[config.mk]
export PLATFORM = sky130hd
export DESIGN_NAME = mac_rx_frame_reader
export DESIGN_NICKNAME = d
export VERILOG_FILES = /design/src/rtl/mac_pkg.sv /design/src/rtl/rx_skid_buf.sv /design/src/rtl/mac_rx_frame_reader.sv
export SDC_FILE = /design/constraint.sdc
export NUM_CORES = 1
export LEC_CHECK = 0
export CORE_UTILIZATION = 30
export DETAILED_ROUTE_END_ITERATION = 16
export PLACE_DENSITY_LB_ADDON = 0.3
export SYNTH_ARGS = -nofsm -noshare
export SYNTH_HDL_FRONTEND = slang
export SYNTH_HIERARCHICAL = 1
export SYNTH_SLANG_ARGS = --single-unit
[constraint.sdc]
create_clock -name clk_sys -period 4.92 [get_ports clk_sys]
set_input_delay 0.984 -clock clk_sys [delete_from_list [all_inputs] [get_ports clk_sys]]
set_output_delay 0.984 -clock clk_sys [all_outputs]
set_load 0.03 [all_outputs]
[src/rtl/mac_pkg.sv]
// Shared definitions for the receive MAC frame path: descriptor layout,
// Ethernet constants and the frame-reader state encoding.
package mac_pkg;

  localparam int PTR_CRC_ERR = 15;
  localparam int PTR_LEN_ERR = 14;
  localparam int PTR_LEN_MSB = 10;

  localparam logic [15:0] ETH_TYPE_PTP = 16'h88F7;
  localparam int          ETH_HDR_LEN  = 14;

  typedef enum logic [2:0] {
    ST_IDLE    = 3'd0,
    ST_PTR_POP = 3'd1,
    ST_PTR_LAT = 3'd2,
    ST_XFER    = 3'd3,
    ST_DROP    = 3'd4,
    ST_FLUSH   = 3'd5
  } rx_state_e;

  function automatic logic [15:0] sat_inc16(input logic [15:0] v);
    return (v == 16'hFFFF) ? v : v + 16'd1;
  endfunction

endpackage

[src/rtl/rx_skid_buf.sv]
// Two-entry valid/ready buffer with combinational pass-through when empty.
// Upstream has no ready; the writer throttles itself using occupancy.
module rx_skid_buf #(
  parameter int W = 10
) (
  input  logic         clk,
  input  logic         rst_n,
  input  logic         in_valid,
  input  logic [W-1:0] in_data,
  output logic         out_valid,
  output logic [W-1:0] out_data,
  input  logic         out_ready,
  output logic [1:0]   occupancy
);

  logic [W-1:0] mem [2];
  logic         wr_ptr;
  logic         rd_ptr;
  logic [1:0]   cnt;
  logic         empty;
  logic         push;
  logic         pop;

  assign empty     = (cnt == 2'd0);
  // An incoming word bypasses storage only when nothing is queued ahead of it
  // and the consumer takes it right away.
  assign push      = in_valid & ~(empty & out_ready);
  assign pop       = ~empty & out_ready;
  assign out_valid = ~empty | in_valid;
  assign out_data  = !empty ? mem[rd_ptr] : (in_valid ? in_data : '0);
  assign occupancy = cnt;

  always_ff @(posedge clk) begin
    if (push) mem[wr_ptr] <= in_data;
  end

  always_ff @(posedge clk or negedge rst_n) begin
    if (!rst_n) begin
      wr_ptr <= 1'b0;
      rd_ptr <= 1'b0;
      cnt    <= 2'd0;
    end else begin
      if (push) wr_ptr <= ~wr_ptr;
      if (pop)  rd_ptr <= ~rd_ptr;
      case ({push, pop})
        2'b10:   cnt <= cnt + 2'd1;
        2'b01:   cnt <= cnt - 2'd1;
        default: cnt <= cnt;
      endcase
    end
  end

endmodule

[src/rtl/mac_rx_frame_reader.sv]
// Per-port receive frame reader: pops a descriptor, then forwards the frame
// bytes onto a handshaked byte bus with header sideband, or drains bad frames.
module mac_rx_frame_reader
  import mac_pkg::*;
#(
  parameter int LEN_W   = 11,
  parameter int MIN_LEN = 14
) (
  input  logic         clk_sys,
  input  logic         rstn_sys,
  input  logic         ptr_fifo_empty,
  output logic         ptr_fifo_rd,
  input  logic [15:0]  ptr_fifo_dout,
  output logic         data_fifo_rd,
  input  logic [7:0]   data_fifo_dout,
  output logic [7:0]   o_data,
  output logic         o_valid,
  output logic         o_sop,
  output logic         o_eop,
  input  logic         o_ready,
  output logic         hdr_valid,
  output logic [47:0]  hdr_da,
  output logic [47:0]  hdr_sa,
  output logic [15:0]  hdr_type,
  output logic [10:0]  hdr_len,
  output logic         hdr_ptp,
  output logic [15:0]  frame_cnt,
  output logic [15:0]  drop_cnt,
  output logic [2:0]   dbg_state
);

  // Output bus: a byte transfers on a rising clk_sys edge with o_valid and
  // o_ready both high; once o_valid is up, o_data/o_sop/o_eop hold until then.

  rx_state_e        state, state_nxt;
  logic [LEN_W-1:0] len_q;
  logic [LEN_W-1:0] pop_cnt;
  logic [LEN_W-1:0] pop_cnt_inc;
  logic [LEN_W-1:0] desc_len;
  logic             desc_bad;
  logic             last_pop;
  logic             room;
  logic             drop_inc;
  logic             frame_inc;
  logic             rd_xfer;
  logic             rd_q;
  logic             rd_sop_q;
  logic             rd_eop_q;
  logic [LEN_W-1:0] rd_idx_q;
  logic [1:0]       skid_occ;
  logic [9:0]       skid_out;
  logic             unused_desc_bits;

  assign unused_desc_bits = ^ptr_fifo_dout[13:11];

  assign desc_len    = LEN_W'(ptr_fifo_dout[PTR_LEN_MSB:0]);
  assign desc_bad    = ptr_fifo_dout[PTR_CRC_ERR] | ptr_fifo_dout[PTR_LEN_ERR] |
                       (desc_len < LEN_W'(MIN_LEN));
  assign pop_cnt_inc = pop_cnt + LEN_W'(1);
  assign last_pop    = (pop_cnt_inc == len_q);
  // Count bytes already in flight from the FIFO so the buffer never overfills.
  assign room        = ((skid_occ + {1'b0, rd_q}) < 2'd2);
  assign rd_xfer     = data_fifo_rd & (state == ST_XFER);
  assign dbg_state   = state;

  always_ff @(posedge clk_sys or negedge rstn_sys) begin
    if (!rstn_sys) state <= ST_IDLE;
    else           state <= state_nxt;
  end

  always_comb begin
    state_nxt    = state;
    ptr_fifo_rd  = 1'b0;
    data_fifo_rd = 1'b0;
    drop_inc     = 1'b0;
    frame_inc    = 1'b0;
    case (state)
      ST_IDLE:    if (!ptr_fifo_empty) state_nxt = ST_PTR_POP;
      ST_PTR_POP: begin
        ptr_fifo_rd = 1'b1;
        state_nxt   = ST_PTR_LAT;
      end
      ST_PTR_LAT: begin
        if (!desc_bad)                   state_nxt = ST_XFER;
        else if (desc_len != '0)         state_nxt = ST_DROP;
        else begin
          drop_inc  = 1'b1;
          state_nxt = ST_IDLE;
        end
      end
      ST_DROP: begin
        data_fifo_rd = 1'b1;
        if (last_pop) begin
          drop_inc  = 1'b1;
          state_nxt = ST_IDLE;
        end
      end
      ST_XFER: begin
        if (room) begin
          data_fifo_rd = 1'b1;
          if (last_pop) state_nxt = ST_FLUSH;
        end
      end
      ST_FLUSH: begin
        if (o_valid && o_ready && o_eop) begin
          frame_inc = 1'b1;
          state_nxt = ST_IDLE;
        end
      end
      default: state_nxt = ST_IDLE;
    endcase
  end

  always_ff @(posedge clk_sys or negedge rstn_sys) begin
    if (!rstn_sys) begin
      len_q     <= '0;
      pop_cnt   <= '0;
      rd_q      <= 1'b0;
      rd_sop_q  <= 1'b0;
      rd_eop_q  <= 1'b0;
      rd_idx_q  <= '0;
      hdr_valid <= 1'b0;
      hdr_da    <= '0;
      hdr_sa    <= '0;
      hdr_type  <= '0;
      hdr_len   <= '0;
      frame_cnt <= '0;
      drop_cnt  <= '0;
    end else begin
      if (state == ST_PTR_LAT) begin
        len_q   <= desc_len;
        pop_cnt <= '0;
      end else if (data_fifo_rd) begin
        pop_cnt <= pop_cnt_inc;
      end

      // Byte tags travel alongside the one-cycle FIFO read latency.
      rd_q <= rd_xfer;
      if (rd_xfer) begin
        rd_sop_q <= (pop_cnt == '0);
        rd_eop_q <= last_pop;
        rd_idx_q <= pop_cnt;
      end

      if (rd_q) begin
        if (rd_idx_q == '0) hdr_len <= 11'(len_q);
        if (rd_idx_q < LEN_W'(6))                hdr_da   <= {hdr_da[39:0], data_fifo_dout};
        else if (rd_idx_q < LEN_W'(12))          hdr_sa   <= {hdr_sa[39:0], data_fifo_dout};
        else if (rd_idx_q < LEN_W'(ETH_HDR_LEN)) hdr_type <= {hdr_type[7:0], data_fifo_dout};
      end
      hdr_valid <= rd_q && (rd_idx_q == LEN_W'(ETH_HDR_LEN - 1));

      if (drop_inc)  drop_cnt  <= sat_inc16(drop_cnt);
      if (frame_inc) frame_cnt <= sat_inc16(frame_cnt);
    end
  end

  assign hdr_ptp = (hdr_type == ETH_TYPE_PTP);

  rx_skid_buf #(.W(10)) u_skid (
    .clk       (clk_sys),
    .rst_n     (rstn_sys),
    .in_valid  (rd_q),
    .in_data   ({data_fifo_dout, rd_sop_q, rd_eop_q}),
    .out_valid (o_valid),
    .out_data  (skid_out),
    .out_ready (o_ready),
    .occupancy (skid_occ)
  );

  assign {o_data, o_sop, o_eop} = skid_out;

endmodule

# Word-level counts from Yosys, hierarchy flattened

Memories as Yosys holds them, arrays and structs flattened.
Index checks and enable logic that the tools add are counted.
Widths: inputs -> output; s select.

Bits of input ports: 28
Output and inout bits: 173
Bits in writable memories: 20
Memories: 1
Register bits: 199

Bitwise gates (word level): 15
Multiplexer cells: 24
Magnitude comparators: 5
Add/sub/neg operators: 6
Equal/unequal tests: 17
Reduce and logical (&&, ||, !) cells: 17

Memories:

| memory     | words | width | read ports | clocked after Yosys merged registers in | write ports | line              | RTL |
|---|---|---|---|---|---|---|---|
| u_skid.mem | 2     | 10    | 1          | 0                                       | 1           | rx_skid_buf.sv:16 | `logic [W-1:0] mem [2];` |

Operator list:

| operator              | number |
|---|---|
| $eq 16x16->1 const B  | 3 |
| $lt 11x4->1 const B   | 3 |
| $add 16x1->16 const B | 2 |
| $logic_not 11->1      | 2 |
| $mux 11               | 2 |
| $mux 3                | 7 |
| $mux 10               | 2 |
| $pmux 3 s6            | 1 |
| $add 11x1->11 const B | 1 |
| $eq 11x11->1          | 1 |
| $eq 11x4->1 const B   | 1 |
| $lt 11x3->1 const B   | 1 |
| $reduce_bool 11->1    | 1 |
| $ne 2x2->1 const B    | 5 |
| $mux 1                | 9 |
| $not 1->1             | 8 |
| $reduce_and 2->1      | 4 |
| $eq 3x2->1 const B    | 2 |
| $eq 3x3->1 const B    | 2 |
| $reduce_and 5->1      | 1 |
| $and 1x1->1           | 4 |
| $pmux 1 s2            | 2 |
| $pmux 2 s2            | 1 |
| $reduce_and 4->1      | 1 |
| other kinds (13)      | 18 |

# Logic depth before layout (Yosys ltp)

Gate-level depths: netlist (run 1).

Depth after elaboration: 8
Depth in mapped cells: 11
Gate-level depth less buffers: 9

# Hierarchy

Netlist (run 1), hierarchy kept.

Modules (own cells, without submodules):

| module              | area each (um^2) | times used | cells an instance | sequential area each (um^2) |
|---|---|---|---|---|
| mac_rx_frame_reader | 8,279.2          | 1          | 617               | 4,879.7 |
| rx_skid_buf         | 1,034.7          | 1          | 72                | 700.7 |

# Worst setup path after synthesis (run 1)

OpenSTA, ideal clock, no wires.

Path type: register -> register
From: register u_skid.rd_ptr
To: register frame_cnt[15]
Arrival: 2.946 ns
Setup slack: 1.841 ns
Stages on the path, launching flop included: 11
Buffers on the path: 2
Period minus slack after synthesis: 3.079 ns
Required time: 4.786 ns
Cell sequence: dfrtp_1 -> clkbuf_4 -> mux2i_1 -> o21ai_0 -> nand3_1 -> or3_1 -> a31oi_1 -> and3_1 -> clkbuf_1 -> nand4_1 -> xnor2_1

Word-level cells in the longest chain between the ends: 6

Ends and longest elaborated chain:

| element                    | line                       | RTL |
|---|---|---|
| from (decl)                | rx_skid_buf.sv:18          | `logic rd_ptr;` |
| from (signal assigned)     | rx_skid_buf.sv:44          | `if (pop) rd_ptr <= ~rd_ptr;` |
| $mem_v2 2x10               | -                          |  |
| $mux 10                    | rx_skid_buf.sv:30          | `assign out_data = !empty ? mem[rd_ptr] : (in_valid ? in_data : '0);` |
| net o_eop                  | mac_rx_frame_reader.sv:19  | `output logic o_eop,` |
| $logic_and 1x1->1          | mac_rx_frame_reader.sv:105 | `if (o_valid && o_ready && o_eop) begin` |
| $mux 1                     | mac_rx_frame_reader.sv:105 |  |
| $mux 1                     | mac_rx_frame_reader.sv:77  | `case (state)` |
| $reduce_and 2->1 (no line) | -                          |  |
| to (signal assigned)       | mac_rx_frame_reader.sv:154 | `if (frame_inc) frame_cnt <= sat_inc16(frame_cnt);` |
| to (decl)                  | mac_rx_frame_reader.sv:27  | `output logic [15:0] frame_cnt,` |

The timed path passes the listed nets, and every way through them passes these cells.
A chain may end at the register's enable or synchronous reset.

# Final worst setup path (run 1)

From: register rd_q
To: output data_fifo_rd

Word-level cells in the longest chain between the ends: 4

Ends and longest elaborated chain:

| element                | line                       | RTL |
|---|---|---|
| from (decl)            | mac_rx_frame_reader.sv:46  | `logic rd_q;` |
| from (signal assigned) | mac_rx_frame_reader.sv:138 | `rd_q <= rd_xfer;` |
| $add 2x1->2            | mac_rx_frame_reader.sv:62  | `assign room = ((skid_occ + {1'b0, rd_q}) < 2'd2);` |
| $lt 2x2->1             | mac_rx_frame_reader.sv:62  |  |
| $mux 1                 | mac_rx_frame_reader.sv:99  | `if (room) begin` |
| $pmux 1 s2             | mac_rx_frame_reader.sv:77  |  |
| to (decl)              | mac_rx_frame_reader.sv:14  | `output logic data_fifo_rd,` |

Every way passes these cells.

==> impl_metrics.prom, run 1 <==
# TYPE chip_impl_metric gauge
chip_impl_metric{name="netlist_instances",unit=""} 689
chip_impl_info{name="synth_most_common_cell",value="sky130_fd_sc_hd__dfrtp_1"} 1
chip_impl_metric{name="post_cts.resized_instances",unit=""} 0
chip_impl_metric{name="share_of_the_clock_period_used_by_the_worst_path_after_layout",unit=""} 0.877
chip_impl_metric{name="die_h",unit="µm"} 178
chip_impl_metric{name="worst_ep_arrival_time",unit="ns"} 3.33
chip_impl_metric{name="std_cell_rows",unit=""} 64
chip_impl_metric{name="worst_setup_timing_slack_at_the_placement_stage",unit="ns"} 1.13
chip_impl_metric{name="final_max_slew_viol_count",unit=""} 0
chip_impl_metric{name="post_dp_cell_area",unit="µm²"} 11700
chip_impl_metric{name="drt_first_pass_iters",unit=""} 4
chip_impl_metric{name="mappedNetlistArea",unit="µm²"} 9310
chip_impl_metric{name="post_cts.repair.setup_buffers",unit=""} 0
chip_impl_metric{name="htree_levels",unit=""} 1
chip_impl_metric{name="initialDrtViolationCount",unit=""} 261
chip_impl_info{name="synth.top_cells.by_count",value="sky130_fd_sc_hd__dfrtp_1, sky130_fd_sc_hd__mux2_2, sky130_fd_sc_hd__mux2_1, sky130_fd_sc_hd__xnor2_1, sky130_fd_sc_hd__nand2_1"} 1
chip_impl_info{name="crit_slowest_cell",value="sky130_fd_sc_hd__clkdlybuf4s50_1"} 1
chip_impl_metric{name="syn_nets",unit=""} 722
chip_impl_info{name="ys.flop_type",value="sky130_fd_sc_hd__dfrtp_1"} 1
chip_impl_metric{name="synth_cell_types",unit=""} 56
chip_impl_metric{name="clock_period_minus_worst_slack",unit="ns"} 4.32
chip_impl_metric{name="slew_headroom",unit=""} 0.323
chip_impl_metric{name="ratio_of_cells_with_drive_above_1_in_the_final_layout",unit=""} 0.199
chip_impl_metric{name="synth-warning-count",unit=""} 6
chip_impl_metric{name="clk_transition_reported_paths",unit="ns"} 0.06
chip_impl_info{name="tritoncts",value="done"} 1
chip_impl_metric{name="number_of_port_buffers",unit=""} 197
chip_impl_info{name="path_class",value="reg -> out"} 1
chip_impl_info{name="path_cells",value="nand2_1 -> xor2_1 -> and3_1 -> a21oi_1 -> buf_4 -> inv_2 -> clkdlybuf4s50_1"} 1
chip_impl_metric{name="globalRouteOverflowTotal",unit=""} 0
chip_impl_metric{name="worst-slew-pin-transition",unit="ns"} 1.01
chip_impl_metric{name="vdd_drop_max",unit="mV"} 0.313
chip_impl_metric{name="place_hpwl",unit="µm"} 14500
chip_impl_metric{name="die_area",unit="µm²"} 31800
chip_impl_metric{name="ioPinCount",unit=""} 201
chip_impl_metric{name="flow.area_growth_from_synthesis",unit="%"} 35.0
chip_impl_info{name="yosysTopAreaCell",value="sky130_fd_sc_hd__dfrtp_1"} 1
chip_impl_info{name="synth.area.top_cells",value="sky130_fd_sc_hd__dfrtp_1, sky130_fd_sc_hd__mux2_2, sky130_fd_sc_hd__edfxtp_1"} 1
chip_impl_metric{name="leakage",unit="nW"} 5.34
chip_impl_metric{name="initial_utilization",unit=""} 0.304
chip_impl_metric{name="seq_area_frac_synth",unit=""} 0.599
chip_impl_metric{name="worst_skew_pair.late_latency",unit="ns"} 0.54
chip_impl_metric{name="wl_per_cell",unit="µm"} 16.4
chip_impl_info{name="worstSetupStartpointType",value="flip-flop"} 1
chip_impl_metric{name="final-setup-viol-count",unit=""} 0
chip_impl_metric{name="slowest_delay",unit="ns"} 0.71
chip_impl_metric{name="path_max_fanout",unit=""} 15
chip_impl_metric{name="mean_cell_area_of_the_mapped_netlist",unit="µm²"} 13.5
chip_impl_metric{name="vias_post_dr",unit=""} 6062
chip_impl_metric{name="fin_area",unit="µm²"} 12600
chip_impl_metric{name="floorplan.die.width",unit="µm"} 178
chip_impl_metric{name="totalWireLength",unit="µm"} 21400
chip_impl_metric{name="std_cell_core_area",unit="µm²"} 30600
chip_impl_info{name="rsz0062_at_grt",value="false"} 1
chip_impl_metric{name="drt-vias-per-instance",unit=""} 4.64
chip_impl_info{name="result_of_the_run",value="finished clean"} 1
chip_impl_info{name="clock-root-buffer",value="sky130_fd_sc_hd__clkbuf_16"} 1
chip_impl_metric{name="antenna-diode-count",unit=""} 0
chip_impl_metric{name="drcViolationCount",unit=""} 0
chip_impl_metric{name="cap_viol_max_count",unit=""} 0
chip_impl_metric{name="number_of_nets_with_antenna_violations_after_routing",unit=""} 0
chip_impl_metric{name="grt_max_degree",unit=""} 121
chip_impl_metric{name="cts-root-to-sink-buffers",unit=""} 3
chip_impl_metric{name="clock.fmax",unit="GHz"} 0.232
chip_impl_metric{name="finalSetupTns",unit="ns"} 0
chip_impl_metric{name="vias_in_the_first_global_route",unit=""} 6011
chip_impl_metric{name="slack_of_the_critical_path",unit="ns"} 0.603
chip_impl_metric{name="reg2regPathDepth",unit=""} 9
chip_impl_info{name="end_kind",value="primary output"} 1
chip_impl_metric{name="design_power_total",unit="mW"} 6.98
chip_impl_metric{name="timing.critical_path.required",unit="ns"} 3.94
chip_impl_metric{name="number_of_enable_flip_flop_cells_after_synthesis",unit=""} 20
chip_impl_metric{name="num-nets-final",unit=""} 924
chip_impl_metric{name="tritoncts_num_sinks",unit=""} 219
chip_impl_metric{name="groute.usage.overall",unit=""} 0.136
chip_impl_metric{name="postCtsHoldBufs",unit=""} 0
chip_impl_metric{name="post-synth-top-area-fraction",unit=""} 0.535
chip_impl_metric{name="numPlacedInstances",unit=""} 1258
chip_impl_metric{name="gpl_wtd_cong",unit=""} 0.828
chip_impl_metric{name="worst_hold_path.num_cells",unit=""} 1
chip_impl_metric{name="cts_made_buffers",unit=""} 27
chip_impl_metric{name="final.fill_count",unit=""} 2912
chip_impl_info{name="hold_class",value="reg -> reg"} 1
chip_impl_metric{name="finalHoldViolCount",unit=""} 0
chip_impl_metric{name="finalClockSkew",unit="ns"} 0.0190
chip_impl_metric{name="synth-seq-cells",unit=""} 219
chip_impl_metric{name="pwr_density_cell",unit="nW/µm²"} 555
chip_impl_metric{name="layoutNonFillerInstCount",unit=""} 1307
chip_impl_metric{name="synth_async_sr_flop_share",unit=""} 0.909
chip_impl_metric{name="initial_antenna_violation_count",unit=""} 0
chip_impl_metric{name="global_route_wire_length_before_repair",unit="µm"} 34200
[logic make-up (layout without fill, tap and decap cells)]
group,Yosys count,in the layout,share of synthesized area
AOI/OAI and AO/OA,49,49,0.0335
xor gates and xnor gates,52,52,0.0497
adders and majority gates,5,5,0.00672
buffers and inverters,37,259,0.0175
DFF,219,219,0.599
muxes,163,163,0.195
and+or+nand+nor,164,164,0.0982
[sequential cells by signal (all words and copies together) (netlist names), 16 cells and up]
signal      flops
hdr_da         48
hdr_sa         48
u_skid/mem     20
drop_cnt       16
frame_cnt      16
hdr_type       16
[worst paths after layout]
check | start | to | slack, ns
worst min-delay path | hdr_da[44] | hdr_da[44] | 0.49
max in group asynchronous | rstn_sys | hdr_da[34] | 3.28
worst max-delay path | rd_q | data_fifo_rd | 0.60
worst min register to register | hdr_da[44] | hdr_da[44] | 0.49
worst max register to register | u_skid/occupancy[0] | frame_cnt[10] | 1.65
min in group asynchronous | rstn_sys | hdr_sa[40] | 0.58
[cells in the final DEF, fill, tap and decap left out, drive strengths merged, types with 6 or more instances in the layout]
master / n
a21oi: 7
and3: 9
buf: 6
clkbuf: 42
clkdlybuf4s50: 196
clkinv: 6
dfrtp: 199
edfxtp: 20
inv: 8
mux2: 150
mux2i: 13
nand2: 33
nand3: 34
nand4: 13
nor2: 31
nor2b: 6
nor3: 9
o21ai: 28
xnor2: 40
xor2: 12
[through the flow]
stage / utilization / hold WS (ns)
global route: 0.411 / 0.510
CTS: 0.411 / 0.493
global placement: 0.383 / 0.473
detailed placement: 0.383 / 0.480
finish: 0.411 / 0.488
floorplan: - / 0.461
[metal layers]
layer | GRT usage | part of all wire | wire length (µm)
met1 | 0.190 | 0.47 | 10100
met4 | 0.0399 | 0.027 | 588
met5 | 0 | 0 | 0
met2 | 0.210 | 0.44 | 9520
met3 | 0.0288 | 0.059 | 1260
[power by group]
group	switching, mW	internal (mW)	leakage, nW
Sequential	0.354	2.23	2.77
Combinational	1.39	1.12	2.15
Clock	0.753	1.13	0.426
[final cells by class]
cell class                 count  area (µm²)  share of cell area
sequential                   219        5580               0.444
tap                          396         495              0.0394
multi-input combinational    433        3580               0.285
timing repair buffer         203        2030               0.162
clock buffer                  41         808              0.0643
clock inverter                 8        50.0             0.00398
inverter                       7        26.3             0.00209
[critical path, delay by kind of cell (launching register included)]
family | cells | cell delay (ns)
AND/OR/NAND/NOR | 2 | 0.75
XOR/XNOR | 1 | 0.24
buffers and inverters | 3 | 1.08
AO/OA/AOI/OAI | 1 | 0.08
flip-flops | 1 | 0.65
(Power assumes the default switching activity.)
==> run 2: changes to the inputs <==
SKIP_LAST_GASP = 1   (was default)
==> results of run 2 <==
Same layout as run 1: the final DEF is identical, and so are final timing and power.
==> run 3: changes to the inputs <==
CTS_CLUSTER_SIZE = 10   (was default)
clock period = 4.5 ns   (was 4.92 ns; I/O delays follow)
==> impl_metrics.prom, run 3 (same netlist as run 1, synthesis figures left out) <==
# TYPE chip_impl_metric gauge
chip_impl_info{name="tritoncts",value="done"} 1
chip_impl_info{name="path_class",value="reg -> out"} 1
chip_impl_metric{name="vias_in_the_first_global_route",unit=""} 6039
chip_impl_metric{name="net-switching-power",unit="mW"} 2.72
chip_impl_metric{name="number_of_port_buffers",unit=""} 197
chip_impl_metric{name="slew_headroom",unit=""} 0.326
chip_impl_info{name="timing.critical_path.max_delay_family",value="buffers and inverters"} 1
chip_impl_metric{name="wl_per_cell",unit="µm"} 16.4
chip_impl_metric{name="final_max_slew_viol_count",unit=""} 0
chip_impl_metric{name="place_hpwl",unit="µm"} 14600
chip_impl_metric{name="fin_area",unit="µm²"} 12500
chip_impl_info{name="largestRegisters",value="hdr_da (48), hdr_sa (48), u_skid/mem (20)"} 1
chip_impl_metric{name="slack_of_the_critical_path",unit="ns"} 0.708
chip_impl_metric{name="global_route_wire_length_before_repair",unit="µm"} 34100
chip_impl_metric{name="finalSetupTns",unit="ns"} 0
chip_impl_metric{name="final-setup-viol-count",unit=""} 0
chip_impl_info{name="crit_slowest_cell",value="sky130_fd_sc_hd__clkdlybuf4s50_1"} 1
chip_impl_metric{name="worst-slew-pin-transition",unit="ns"} 1.01
chip_impl_metric{name="r2r_slack",unit="ns"} 1.34
chip_impl_metric{name="power_frac_comb",unit=""} 0.376
chip_impl_metric{name="post_cts.resized_instances",unit=""} 0
chip_impl_metric{name="area_of_combinational_cells_with_multiple_inputs",unit="µm²"} 3580
chip_impl_metric{name="met3WireLength",unit="µm"} 1450
chip_impl_info{name="end_kind",value="primary output"} 1
chip_impl_metric{name="leakage",unit="nW"} 5.31
chip_impl_metric{name="hold_slack",unit="ns"} 0.478
chip_impl_metric{name="share_seq_of_total_power",unit=""} 0.371
chip_impl_info{name="commonest_non_fill_non_tap_cell_in_the_layout",value="sky130_fd_sc_hd__dfrtp_1"} 1
chip_impl_info{name="result_of_the_run",value="finished clean"} 1
chip_impl_metric{name="numPlacedInstances",unit=""} 1263
chip_impl_metric{name="ioPinCount",unit=""} 201
chip_impl_metric{name="path_max_fanout",unit=""} 15
chip_impl_metric{name="design_power_total",unit="mW"} 7.51
chip_impl_metric{name="globalRouteOverflowTotal",unit=""} 0
chip_impl_info{name="rsz0062_at_grt",value="false"} 1
chip_impl_metric{name="grt_max_degree",unit=""} 115
chip_impl_metric{name="worst_skew_pair.late_latency",unit="ns"} 0.53
chip_impl_info{name="clock-root-buffer",value="sky130_fd_sc_hd__clkbuf_16"} 1
chip_impl_metric{name="post_cts.repair.setup_buffers",unit=""} 0
chip_impl_metric{name="initial_utilization",unit=""} 0.304
chip_impl_metric{name="area_used_by_sequential_logic_in_the_layout",unit="µm²"} 5580
chip_impl_info{name="top_metal_layer_carrying_routed_signals",value="met4"} 1
chip_impl_info{name="critPathMostFrequentCell",value="sky130_fd_sc_hd__buf_4"} 1
chip_impl_metric{name="die_h",unit="µm"} 178
chip_impl_metric{name="std_cell_core_area",unit="µm²"} 30600
chip_impl_metric{name="vdd_drop_max",unit="mV"} 0.332
chip_impl_metric{name="initial_antenna_violation_count",unit=""} 0
chip_impl_metric{name="post_dp_cell_area",unit="µm²"} 11800
chip_impl_info{name="worstSetupStartpointType",value="flip-flop"} 1
chip_impl_metric{name="finalHoldViolCount",unit=""} 0
chip_impl_metric{name="initialDrtViolationCount",unit=""} 343
chip_impl_metric{name="groute.usage.overall",unit=""} 0.136
chip_impl_metric{name="final_core_area_utilization",unit=""} 0.409
chip_impl_info{name="mostFrequentLayoutCells",value="sky130_fd_sc_hd__dfrtp_1, sky130_fd_sc_hd__clkdlybuf4s50_1, sky130_fd_sc_hd__mux2_2"} 1
chip_impl_metric{name="pwr-share-clk",unit=""} 0.253
chip_impl_metric{name="clk_transition_reported_paths",unit="ns"} 0.05
chip_impl_metric{name="number_of_nets_with_antenna_violations_after_routing",unit=""} 0
chip_impl_metric{name="vias_post_dr",unit=""} 6079
chip_impl_metric{name="slowest_delay",unit="ns"} 0.71
chip_impl_metric{name="p_int",unit="mW"} 4.79
chip_impl_info{name="path_cells",value="nor2b_1 -> and3_1 -> buf_4 -> a21oi_1 -> buf_4 -> inv_2 -> clkdlybuf4s50_1"} 1
chip_impl_metric{name="clock.fmax",unit="GHz"} 0.264
chip_impl_metric{name="cts-root-to-sink-buffers",unit=""} 3
chip_impl_metric{name="finalClockSkew",unit="ns"} 0.0142
chip_impl_metric{name="worst-path-buf-inv",unit=""} 4
chip_impl_metric{name="detailroute.wirelength.met2",unit="µm"} 9580
chip_impl_metric{name="postCtsHoldBufs",unit=""} 0
chip_impl_metric{name="wl_met1",unit="µm"} 9950
chip_impl_metric{name="cts_made_buffers",unit=""} 27
chip_impl_metric{name="flow.area_growth_from_synthesis",unit="%"} 34.3
chip_impl_metric{name="cap_viol_max_count",unit=""} 0
chip_impl_metric{name="final.fill_count",unit=""} 2906
chip_impl_metric{name="share_of_the_clock_period_used_by_the_worst_path_after_layout",unit=""} 0.843
chip_impl_metric{name="gpl_wtd_cong",unit=""} 0.798
chip_impl_metric{name="die_area",unit="µm²"} 31800
chip_impl_metric{name="ratio_of_cells_with_drive_above_1_in_the_final_layout",unit=""} 0.191
chip_impl_metric{name="num-nets-final",unit=""} 929
chip_impl_metric{name="drt-vias-per-instance",unit=""} 4.66
chip_impl_metric{name="totalWireLength",unit="µm"} 21400
chip_impl_metric{name="std_cell_rows",unit=""} 64
chip_impl_metric{name="htree_levels",unit=""} 1
chip_impl_metric{name="timing.critical_path.required",unit="ns"} 3.60
chip_impl_metric{name="sw_frac_of_total",unit=""} 0.362
chip_impl_metric{name="layoutNonFillerInstCount",unit=""} 1305
chip_impl_metric{name="drt_first_pass_iters",unit=""} 4
chip_impl_metric{name="worst_ep_arrival_time",unit="ns"} 2.89
chip_impl_info{name="hold_class",value="in -> async"} 1
chip_impl_metric{name="antenna-diode-count",unit=""} 0
chip_impl_metric{name="worst_setup_timing_slack_at_the_placement_stage",unit="ns"} 1.02
chip_impl_metric{name="pwr_density_cell",unit="nW/µm²"} 601
chip_impl_metric{name="tritoncts_num_sinks",unit=""} 219
chip_impl_metric{name="floorplan.die.width",unit="µm"} 178
chip_impl_metric{name="drcViolationCount",unit=""} 0
chip_impl_metric{name="clock_period_minus_worst_slack",unit="ns"} 3.79
## run 3: changes by cell type in the layout (fill, tap and decap cells not counted)
cell / change
sky130_fd_sc_hd__clkbuf_8: -7
sky130_fd_sc_hd__buf_4: +5
sky130_fd_sc_hd__clkbuf_1: +5
sky130_fd_sc_hd__clkinv_2: -4
sky130_fd_sc_hd__clkinv_4: -1
sky130_fd_sc_hd__clkinvlp_4: -1
sky130_fd_sc_hd__inv_6: +1
## run 3: cell type report
class / count / share of cell area
flip-flops and latches: 219 / 0.446
multi-input cells: 433 / 0.286
repair buffers: 208 / 0.166
clock buffers: 39 / 0.0584
well taps: 396 / 0.0396
inverters: 7 / 0.00210
clock inverters: 3 / 0.00180
## run 3: worst paths after layout
| kind | cells after the start | from | endpoint |
|---|---|---|---|
| max | 7 | dbg_state[1] | data_fifo_rd |
| min | 1 | rstn_sys | hdr_sa[40] |
| max reg2reg | 9 | pop_cnt[0] | drop_cnt[15] |
| min reg2reg | 1 | hdr_da[47] | hdr_da[47] |
| max in group asynchronous | 2 | rstn_sys | frame_cnt[1] |
| min in group clk_sys | 1 | hdr_da[47] | hdr_da[47] |
## run 3: metal layers
metal,vias up,global-route usage
met5,-,0
met4,0,0.0367
met3,37,0.0281
met2,172,0.213
li1,2864,-
met1,3006,0.190
## run 3: power by group through the flow
stage	clock network [mW]	registers (mW)	logic (mW)
2_1_floorplan	0	3.31	1.23
3_3_place_gp	0	2.81	2.83
3_5_place_dp	0	2.83	2.85
4_1_cts	1.98	2.80	2.87
5_1_grt	2.05	2.86	3.01
6_report	1.90	2.79	2.82
## run 3: worst reg2reg max path: stages, from the launching register on
cell	delay, ns
sky130_fd_sc_hd__dfrtp_1	0.49
sky130_fd_sc_hd__ha_1	0.34
sky130_fd_sc_hd__nand2_1	0.14
sky130_fd_sc_hd__or3_1	0.40
sky130_fd_sc_hd__a211oi_2	0.23
sky130_fd_sc_hd__nand4_2	0.17
sky130_fd_sc_hd__o41ai_4	0.73
sky130_fd_sc_hd__buf_4	0.29
sky130_fd_sc_hd__nand3_2	0.09
sky130_fd_sc_hd__xnor2_1	0.17
